[src/rtl/sevenseg_pkg.sv]
// sevenseg_pkg: active-low segment patterns {g..a} and decoded codes shared with the display encoder
package sevenseg_pkg;
  localparam logic [6:0] SEG_0     = 7'b1000000;
  localparam logic [6:0] SEG_1     = 7'b1111001;
  localparam logic [6:0] SEG_2     = 7'b0100100;
  localparam logic [6:0] SEG_3     = 7'b0110000;
  localparam logic [6:0] SEG_4     = 7'b0011001;
  localparam logic [6:0] SEG_5     = 7'b0010010;
  localparam logic [6:0] SEG_6     = 7'b0000010;
  localparam logic [6:0] SEG_7     = 7'b1111000;
  localparam logic [6:0] SEG_8     = 7'b0000000;
  localparam logic [6:0] SEG_9     = 7'b0010000;
  localparam logic [6:0] SEG_BLANK = 7'b1111111;
  localparam logic [3:0] CODE_BLANK = 4'hF;
  localparam logic [3:0] CODE_BAD   = 4'hE;
endpackage

[src/rtl/sevenseg_pattern_decode.sv]
// sevenseg_pattern_decode: maps an active-low segment pattern back to its digit code
module sevenseg_pattern_decode
  import sevenseg_pkg::*;
(
  input  logic [6:0] seg,
  output logic [3:0] code,
  output logic       bad
);
  always_comb begin
    bad = 1'b0;
    case (seg)
      SEG_0:     code = 4'd0;
      SEG_1:     code = 4'd1;
      SEG_2:     code = 4'd2;
      SEG_3:     code = 4'd3;
      SEG_4:     code = 4'd4;
      SEG_5:     code = 4'd5;
      SEG_6:     code = 4'd6;
      SEG_7:     code = 4'd7;
      SEG_8:     code = 4'd8;
      SEG_9:     code = 4'd9;
      SEG_BLANK: code = CODE_BLANK;
      default: begin
        code = CODE_BAD;
        bad  = 1'b1;
      end
    endcase
  end
endmodule

[src/rtl/sevenseg_scan_decoder.sv]
// sevenseg_scan_decoder: rebuilds the four displayed digits from multiplexed an/seg/dp scan lines
module sevenseg_scan_decoder
  import sevenseg_pkg::*;
#(
  parameter int SETTLE_CYCLES  = 4,
  parameter int STABLE_FRAMES  = 2,
  parameter int TIMEOUT_CYCLES = 400000
) (
  input  logic        clk,
  input  logic        rst,
  input  logic [3:0]  an,
  input  logic [6:0]  seg,
  input  logic        dp,
  output logic [15:0] digits,
  output logic [3:0]  dps,
  output logic        frame_valid,
  output logic        frame_stb,
  output logic        bad_pattern,
  output logic        err_multi_an
);
  localparam int CW = $clog2(SETTLE_CYCLES + 1);
  localparam int SW = $clog2(STABLE_FRAMES + 1);
  localparam int TW = $clog2(TIMEOUT_CYCLES + 1);
  logic [3:0]    an_q, mask, mask_n, slot_p, frame_p;
  logic [15:0]   slot_d, frame_d;
  logic [19:0]   cand;
  logic [CW-1:0] settle;
  logic [SW-1:0] stable, stable_n;
  logic [TW-1:0] timer;
  logic [3:0]    code;
  logic          bad, multi, sample, complete, publish, timeout;
  sevenseg_pattern_decode u_dec (.seg(seg), .code(code), .bad(bad));
  // an is compared against an_q so a sample never lands on the edge where the digit switches
  always_comb begin
    multi    = |(~an_q & (~an_q - 4'd1));
    sample   = an_q != 4'hF && !multi && an == an_q && settle == CW'(SETTLE_CYCLES - 1);
    frame_d  = slot_d;
    frame_p  = slot_p;
    for (int i = 0; i < 4; i++) begin
      frame_d[4*i +: 4] = sample && !an_q[i] ? code : slot_d[4*i +: 4];
      frame_p[i]        = sample && !an_q[i] ? ~dp : slot_p[i];
    end
    mask_n   = mask | (sample ? ~an_q : 4'h0);
    complete = mask_n == 4'hF;
    stable_n = {frame_d, frame_p} != cand ? SW'(1) :
               stable == SW'(STABLE_FRAMES) ? stable : stable + SW'(1);
    publish  = complete && stable_n == SW'(STABLE_FRAMES);
    timeout  = !complete && timer == TW'(TIMEOUT_CYCLES - 1);
  end
  always_ff @(posedge clk) begin
    if (rst) begin
      an_q         <= 4'hF;
      settle       <= '0;
      mask         <= '0;
      slot_d       <= '0;
      slot_p       <= '0;
      cand         <= '0;
      stable       <= '0;
      timer        <= '0;
      digits       <= {4{CODE_BLANK}};
      dps          <= '0;
      frame_valid  <= 1'b0;
      frame_stb    <= 1'b0;
      bad_pattern  <= 1'b0;
      err_multi_an <= 1'b0;
    end else begin
      an_q         <= an;
      settle       <= an != an_q || multi ? '0 :
                      settle == CW'(SETTLE_CYCLES) ? settle : settle + CW'(1);
      slot_d       <= frame_d;
      slot_p       <= frame_p;
      mask         <= complete || timeout ? 4'h0 : mask_n;
      timer        <= complete ? '0 : timer == TW'(TIMEOUT_CYCLES) ? timer : timer + TW'(1);
      cand         <= complete ? {frame_d, frame_p} : cand;
      stable       <= complete ? stable_n : timeout ? '0 : stable;
      digits       <= publish ? frame_d : digits;
      dps          <= publish ? frame_p : dps;
      frame_valid  <= publish ? 1'b1 : timeout ? 1'b0 : frame_valid;
      frame_stb    <= publish && ({frame_d, frame_p} != {digits, dps} || !frame_valid);
      bad_pattern  <= sample && bad;
      err_multi_an <= multi;
    end
  end
endmodule

[config.mk]
export PLATFORM = sky130hd
export DESIGN_NAME = sevenseg_scan_decoder
export DESIGN_NICKNAME = d
export VERILOG_FILES = /design/src/rtl/sevenseg_pkg.sv /design/src/rtl/sevenseg_pattern_decode.sv /design/src/rtl/sevenseg_scan_decoder.sv
export SDC_FILE = /design/constraint.sdc
export NUM_CORES = 1
export LEC_CHECK = 0
export CORE_UTILIZATION = 50
export CTS_BUF_LIST = sky130_fd_sc_hd__clkbuf_8
export DETAILED_ROUTE_END_ITERATION = 10
export PLACE_DENSITY_LB_ADDON = 0.12
export SLEW_MARGIN = 10
export SYNTH_ARGS = -nofsm -noshare
export SYNTH_HDL_FRONTEND = slang
export SYNTH_HIERARCHICAL = 1
export SYNTH_SLANG_ARGS = --single-unit
export TNS_END_PERCENT = 50
[constraint.sdc]
create_clock -name clk -period 5.6 [get_ports clk]
set_input_delay 1.68 -clock clk [delete_from_list [all_inputs] [get_ports clk]]
set_output_delay 1.68 -clock clk [all_outputs]
set_load 0.05 [all_outputs]
### Word-level counts from Yosys, hierarchy flattened

Cells that the tools add are included.

* bits in registers: 96

* bitwise logic cells: 4
* reduce and logical (&&, ||, !) cells: 29
* multiplexer cells: 17
* add/sub/neg operators: 4
* eq/ne operators: 22

Operators with widths (number)
* $pmux W4 S11: 1
* $ne A20 B20 Y1: 2
* $eq A19 B19 Y1 const B: 2
* $eq A7 B7 Y1 const B: 4
* $eq A7 B5 Y1 const B: 3
* $mux W4: 5
* $add A19 B1 Y19 const B: 1
* $eq A7 B6 Y1 const B: 2
* $logic_and A1 B1 Y1: 11
* $reduce_or A11 Y1: 1
* $mux W2: 4
* $eq A7 B2 Y1 const B: 1
* $logic_not A1 Y1: 7
* $logic_not A7 Y1: 1
* $mux W1: 7
* $reduce_or A2 Y1: 3
* $and A4 B4 Y4: 1
* $eq A2 B2 Y1 const B: 2
* $eq A4 B4 Y1: 1
* $eq A4 B4 Y1 const B: 1
* $ne A4 B4 Y1: 1
* $ne A4 B4 Y1 const B: 1
* $not A4 Y4: 1
* $or A4 B4 Y4: 1
* 9 further kinds: 12

### Logic depth before layout (Yosys ltp)

* depth after elaboration: 15
* gate-level depth with buffers: 15
* mapped depth without buffers: 12

### Cells and area by module

Netlist, hierarchy kept.

By module, submodules not included
* sevenseg_scan_decoder: area each 4984.8 µm², instances 1, cells each 575
* sevenseg_pattern_decode: area each 246.5 µm², instances 1, cells each 37

### Worst setup path after synthesis

OpenSTA, ideal clock, no wires.

* path kind: in2reg
* start point: input seg[3]
* end point: register dps[1]
* stages: 13
* library setup time: 123 ps
* data required time: 5477 ps
* path slack: 909 ps
* arrival time: 4568 ps
* cell sequence: buf_4 and4b_1 o21ai_2 nand4_2 o221ai_2 clkbuf_1 xnor2_1 nand2_1 mux2_2 or4_1 nor4_4 nand2_1 mux2_1

* cells in the longest elaborated chain, start to end: 7

RTL lines
* start, declared: RTL line sevenseg_scan_decoder.sv:12 `input logic [6:0] seg,`
* $eq A7 B7 Y1, or another cell as far along: RTL line sevenseg_pattern_decode.sv:11 `case (seg)`
* $pmux W4 S11 (*): RTL line sevenseg_pattern_decode.sv:11
* net code[2]: RTL line sevenseg_scan_decoder.sv:30 `logic [3:0] code;`
* $mux W4: RTL line sevenseg_scan_decoder.sv:40 `frame_d[4*i +: 4] = sample && !an_q[i] ? code : slot_d[4*i +: 4];`
* $ne A20 B20 Y1 (*): RTL line sevenseg_scan_decoder.sv:45 `stable_n = {frame_d, frame_p} != cand ? SW'(1) :`
* $mux W2 (*): RTL line sevenseg_scan_decoder.sv:45
* $eq A2 B2 Y1 (*): RTL line sevenseg_scan_decoder.sv:47 `publish = complete && stable_n == SW'(STABLE_FRAMES);`
* $logic_and A1 B1 Y1 (*): RTL line sevenseg_scan_decoder.sv:47
* end signal, assigned: RTL line sevenseg_scan_decoder.sv:77 `dps <= publish ? frame_p : dps;`
* end, declared: RTL line sevenseg_scan_decoder.sv:15 `output logic [3:0] dps,`

Mark *: on every way through the listed nets, which the timed path passes. The rest lies on a longest branch.
A chain may end at the register's enable or synchronous reset.

### Final worst setup path

* start point: input seg[1]
* end point: register digits[4]

* cells in the longest elaborated chain, start to end: 7

RTL lines
* $eq A7 B7 Y1, or another cell as far along: RTL line sevenseg_pattern_decode.sv:11
* $pmux W4 S11 (*): RTL line sevenseg_pattern_decode.sv:11
* net code[1]: RTL line sevenseg_scan_decoder.sv:30
* $mux W4: RTL line sevenseg_scan_decoder.sv:40
* $ne A20 B20 Y1 (*): RTL line sevenseg_scan_decoder.sv:45
* $mux W2 (*): RTL line sevenseg_scan_decoder.sv:45
* $eq A2 B2 Y1 (*): RTL line sevenseg_scan_decoder.sv:47
* $logic_and A1 B1 Y1 (*): RTL line sevenseg_scan_decoder.sv:47
* end signal, assigned: RTL line sevenseg_scan_decoder.sv:60 `digits <= {4{CODE_BLANK}};`
* end signal, assigned: RTL line sevenseg_scan_decoder.sv:76 `digits <= publish ? frame_d : digits;`
* end, declared: RTL line sevenseg_scan_decoder.sv:14 `output logic [15:0] digits,`

Marked as above.

==> out/results.tsv <==
stage	metric	value	unit
status	status	finished clean	
flow_run	MaxCap Viol Count	0	
die	Die Area	0.0109	mm^2
route	initial DRC count	330	
clocking	# H-tree levels	3	
global_routing	number of global-route vias before repair	4400	
sta	Final setup violation count	0	
sta	fin crit period	5.06	ns
setup_path	worst path required time	5.86	ns
layout	fin util	0.601	
die	io pins	38	
clocking	Reg clk slew, reported paths	0.09	ns
sta	period utilisation layout	0.903	
die	initial core utilization	0.526	
placement	input/output buffers	37	
die	Die Y	104	um
setup_path	crit path kind	in -> reg	
yosys	Post-synth EDFFs	0	
die	# rows	36	
setup_path	origin of the worst setup path	seg[1]	
clocking	Post-CTS Setup Inserts	0	
layout	most common cell after layout, fill and taps aside	dfxtp_1	
setup_path	flop2flop setup slack	1.92	ns
sta	normalized max-slew margin	0.516	
yosys	Unique masters post-synth	70	
power_and_ir_drop	Leak	2.26	nW
worst_hold_path	Worst Hold Class	reg -> reg	
setup_path	maximum fanout along the worst path	32	
route	Post-route DRC	0	
route	Vias per Instance	5.82	
sta	fmax	0.198	GHz
layout	Layout Nets	670	
sta	final-report hold violation count	0	
global_routing	total track usage	0.271	
route	Post-DRT Antenna Nets	0	
setup_path	Worst EP arrival	5.31	ns
layout	multi-input logic area	0.00306	mm^2
global_routing	pin count of the biggest net entering global routing	46	
global_routing	first-pass GRT wire length	22.9	mm
yosys	Mapped Area	0.00523	mm^2
clocking	CTS buffer count	9	
yosys	Mapped Nets	632	
power_and_ir_drop	pwr dens	202	mW/mm^2
yosys	Async SR Flop Fraction	0	
sta	Layout Skew	0.0160	ns
setup_path	Setup crit start kind	input port	
setup_path	CP Capture Point	digits[4]	
clocking	CTS tree	done	
route	Pre-Repair DR Iteration Count	5	
global_routing	total gr overflow	0	
power_and_ir_drop	VDD IR-drop max	0.129	mV
sta	unrepaired setup endpoints after global routing	false	
sta	Total Neg Setup Slack	0	ns
layout	layout cell share with drive strength beyond 1	0.0977	
layout	ant diodes	0	
sta	slew of the pin with the lowest slew margin	0.707	ns
setup_path	R2R Path Start	an_q[2]	
yosys	dominant synthesized flop cell	dfxtp_1	
layout	Register Area	0.00192	mm^2
placement	HPWL Detailed	10.6	mm
route	WL final	14.3	mm
clocking	Clock Tree Buf Depth	2	
die	core area	0.00995	mm^2
route	per-cell routed wire length	18.1	um
yosys	gate count after technology mapping	612	
layout	post-route cell area	0.00599	mm^2
setup_path	Worst setup EP type	flip-flop	
yosys	syn avg cell area	8.55	um^2
clocking	CTS Hold Bufs	0	
placement	placed inst area	0.00579	mm^2
setup_path	Crit Reg-Reg Endpoint	digits[4]	
yosys	Yosys warnings	6	
yosys	sequential area share after synthesis	0.367	
clocking	root buf cell	clkbuf_8	
layout	commonest non-fill, non-tap cells in the layout	dfxtp_1 (96), nor2_1 (81), clkdlybuf4s50_1 (36)	
yosys	Yosys reg bits	96	
clocking	post-cts gate resize count	0	
sta	Slew Limit Fails	0	
clocking	clk_lat worst skew	0.38	ns
global_routing	initial antenna violation count	0	
clocking	Clock Sinks	96	
placement	Final GP Congestion	0.971	
setup_path	FF-to-FF path depth	9	
die	Die Wd	104	um
layout	fillers	894	
route	DR vias	4583	
layout	area delta synth->final	14.4	%
## state kept, by name (all words and copies together) (netlist names), 2 cells and up
register,count
cand,20
timer,19
digits,16
slot_d,16
an_q,4
dps,4
mask,4
slot_p,4
settle,3
stable,2
## final cells by class
type	count	area share
well taps	133	0.0278
flip-flops and latches	96	0.321
clock inverters	4	0.00481
repair buffers	59	0.0886
inverters	31	0.0194
multi-input cells	453	0.511
clock buffers	12	0.0276
## routing by layer
| metal | part of all wire | GRT usage | wire (um) | vias up |
|---|---|---|---|---|
| li1 | - | - | - | 2248 |
| met1 | 0.47 | 0.357 | 6650 | 2178 |
| met2 | 0.45 | 0.428 | 6430 | 127 |
| met3 | 0.059 | 0.0627 | 843 | 30 |
| met4 | 0.025 | 0.0990 | 360 | 0 |
| met5 | 0 | 0 | 0 | - |
## critical path: stages
cell             delay, ns
clkdlybuf4s50_1       0.61
and3_4                0.27
and3_1                0.18
a21oi_1               0.05
o21ai_1               0.26
nand2b_1              0.15
a31oi_1               0.08
nor4_1                0.37
o32ai_1               0.17
or4b_4                0.53
nor4_4                0.34
buf_4                 0.34
and3_1                0.21
o21bai_1              0.06
## cells in the mapped netlist (3+ instances only)
library cell | count | area, um^2
dfxtp_1 | 96 | 1920
nor2_1 | 82 | 308
inv_1 | 31 | 116
nand2_1 | 31 | 116
a21oi_1 | 30 | 150
xnor2_1 | 27 | 236
xor2_1 | 27 | 236
mux2i_1 | 26 | 260
a211oi_1 | 23 | 173
and3_1 | 22 | 138
nand3_1 | 20 | 100
clkbuf_1 | 19 | 71.3
o21bai_1 | 16 | 120
nor3_1 | 13 | 65.1
o22ai_1 | 13 | 81.3
nand2b_1 | 9 | 56.3
o21ai_0 | 9 | 45.0
buf_2 | 7 | 35.0
ha_1 | 6 | 75.1
nor2b_1 | 6 | 37.5
nor4_1 | 6 | 37.5
nand4_1 | 5 | 31.3
or2_2 | 5 | 31.3
or3_1 | 5 | 31.3
buf_4 | 4 | 30.0
a2111o_1 | 3 | 33.8
a2111oi_0 | 3 | 26.3
a211oi_2 | 3 | 37.5
and4b_1 | 3 | 30.0
nand3b_1 | 3 | 22.5
nand4b_1 | 3 | 26.3
nor3b_1 | 3 | 22.5
o221ai_1 | 3 | 26.3
o2bb2ai_1 | 3 | 26.3
## how the worst min path moves through the flow
stage               startpoint      end  slack [ns]  cells after the start
floorplan              mask[2]  mask[2]        0.43                      2
global placement       mask[2]  mask[2]        0.43                      2
finish                 mask[2]  mask[2]        0.46                      2
detailed placement     mask[2]  mask[2]        0.44                      2
global route           mask[2]  mask[2]        0.48                      2
CTS                    mask[2]  mask[2]        0.45                      2
## metrics by stage
stage          hold WS (ns)  total power [mW]  std cells  setup slack [ns]
2_1_floorplan         0.426             0.755        612             0.909
3_3_place_gp          0.433             0.778        772             0.409
3_5_place_dp          0.440             0.781        772             0.221
4_1_cts               0.453              1.22        788             0.602
5_1_grt               0.482              1.25        788             0.322
6_report              0.457              1.21        788             0.545
## cell families (layout without fill, tap and decap cells)
family	after synthesis	in the layout	share of synthesized area
compound gates	131	131	0.185
xor+xnor	54	54	0.0904
fa+ha+maj	7	7	0.0163
buf+inv	63	106	0.0497
flops	96	96	0.367
mux	30	30	0.0584
simple gates	231	231	0.233
## power breakdown
part           internal (mW)  switching [mW]  total, mW
logic                 0.0295          0.0435     0.0730
registers              0.686         0.00656      0.692
clock network          0.198           0.248      0.447
total                  0.914           0.298       1.21
No activity file was read; power rests on OpenSTA's default activity.
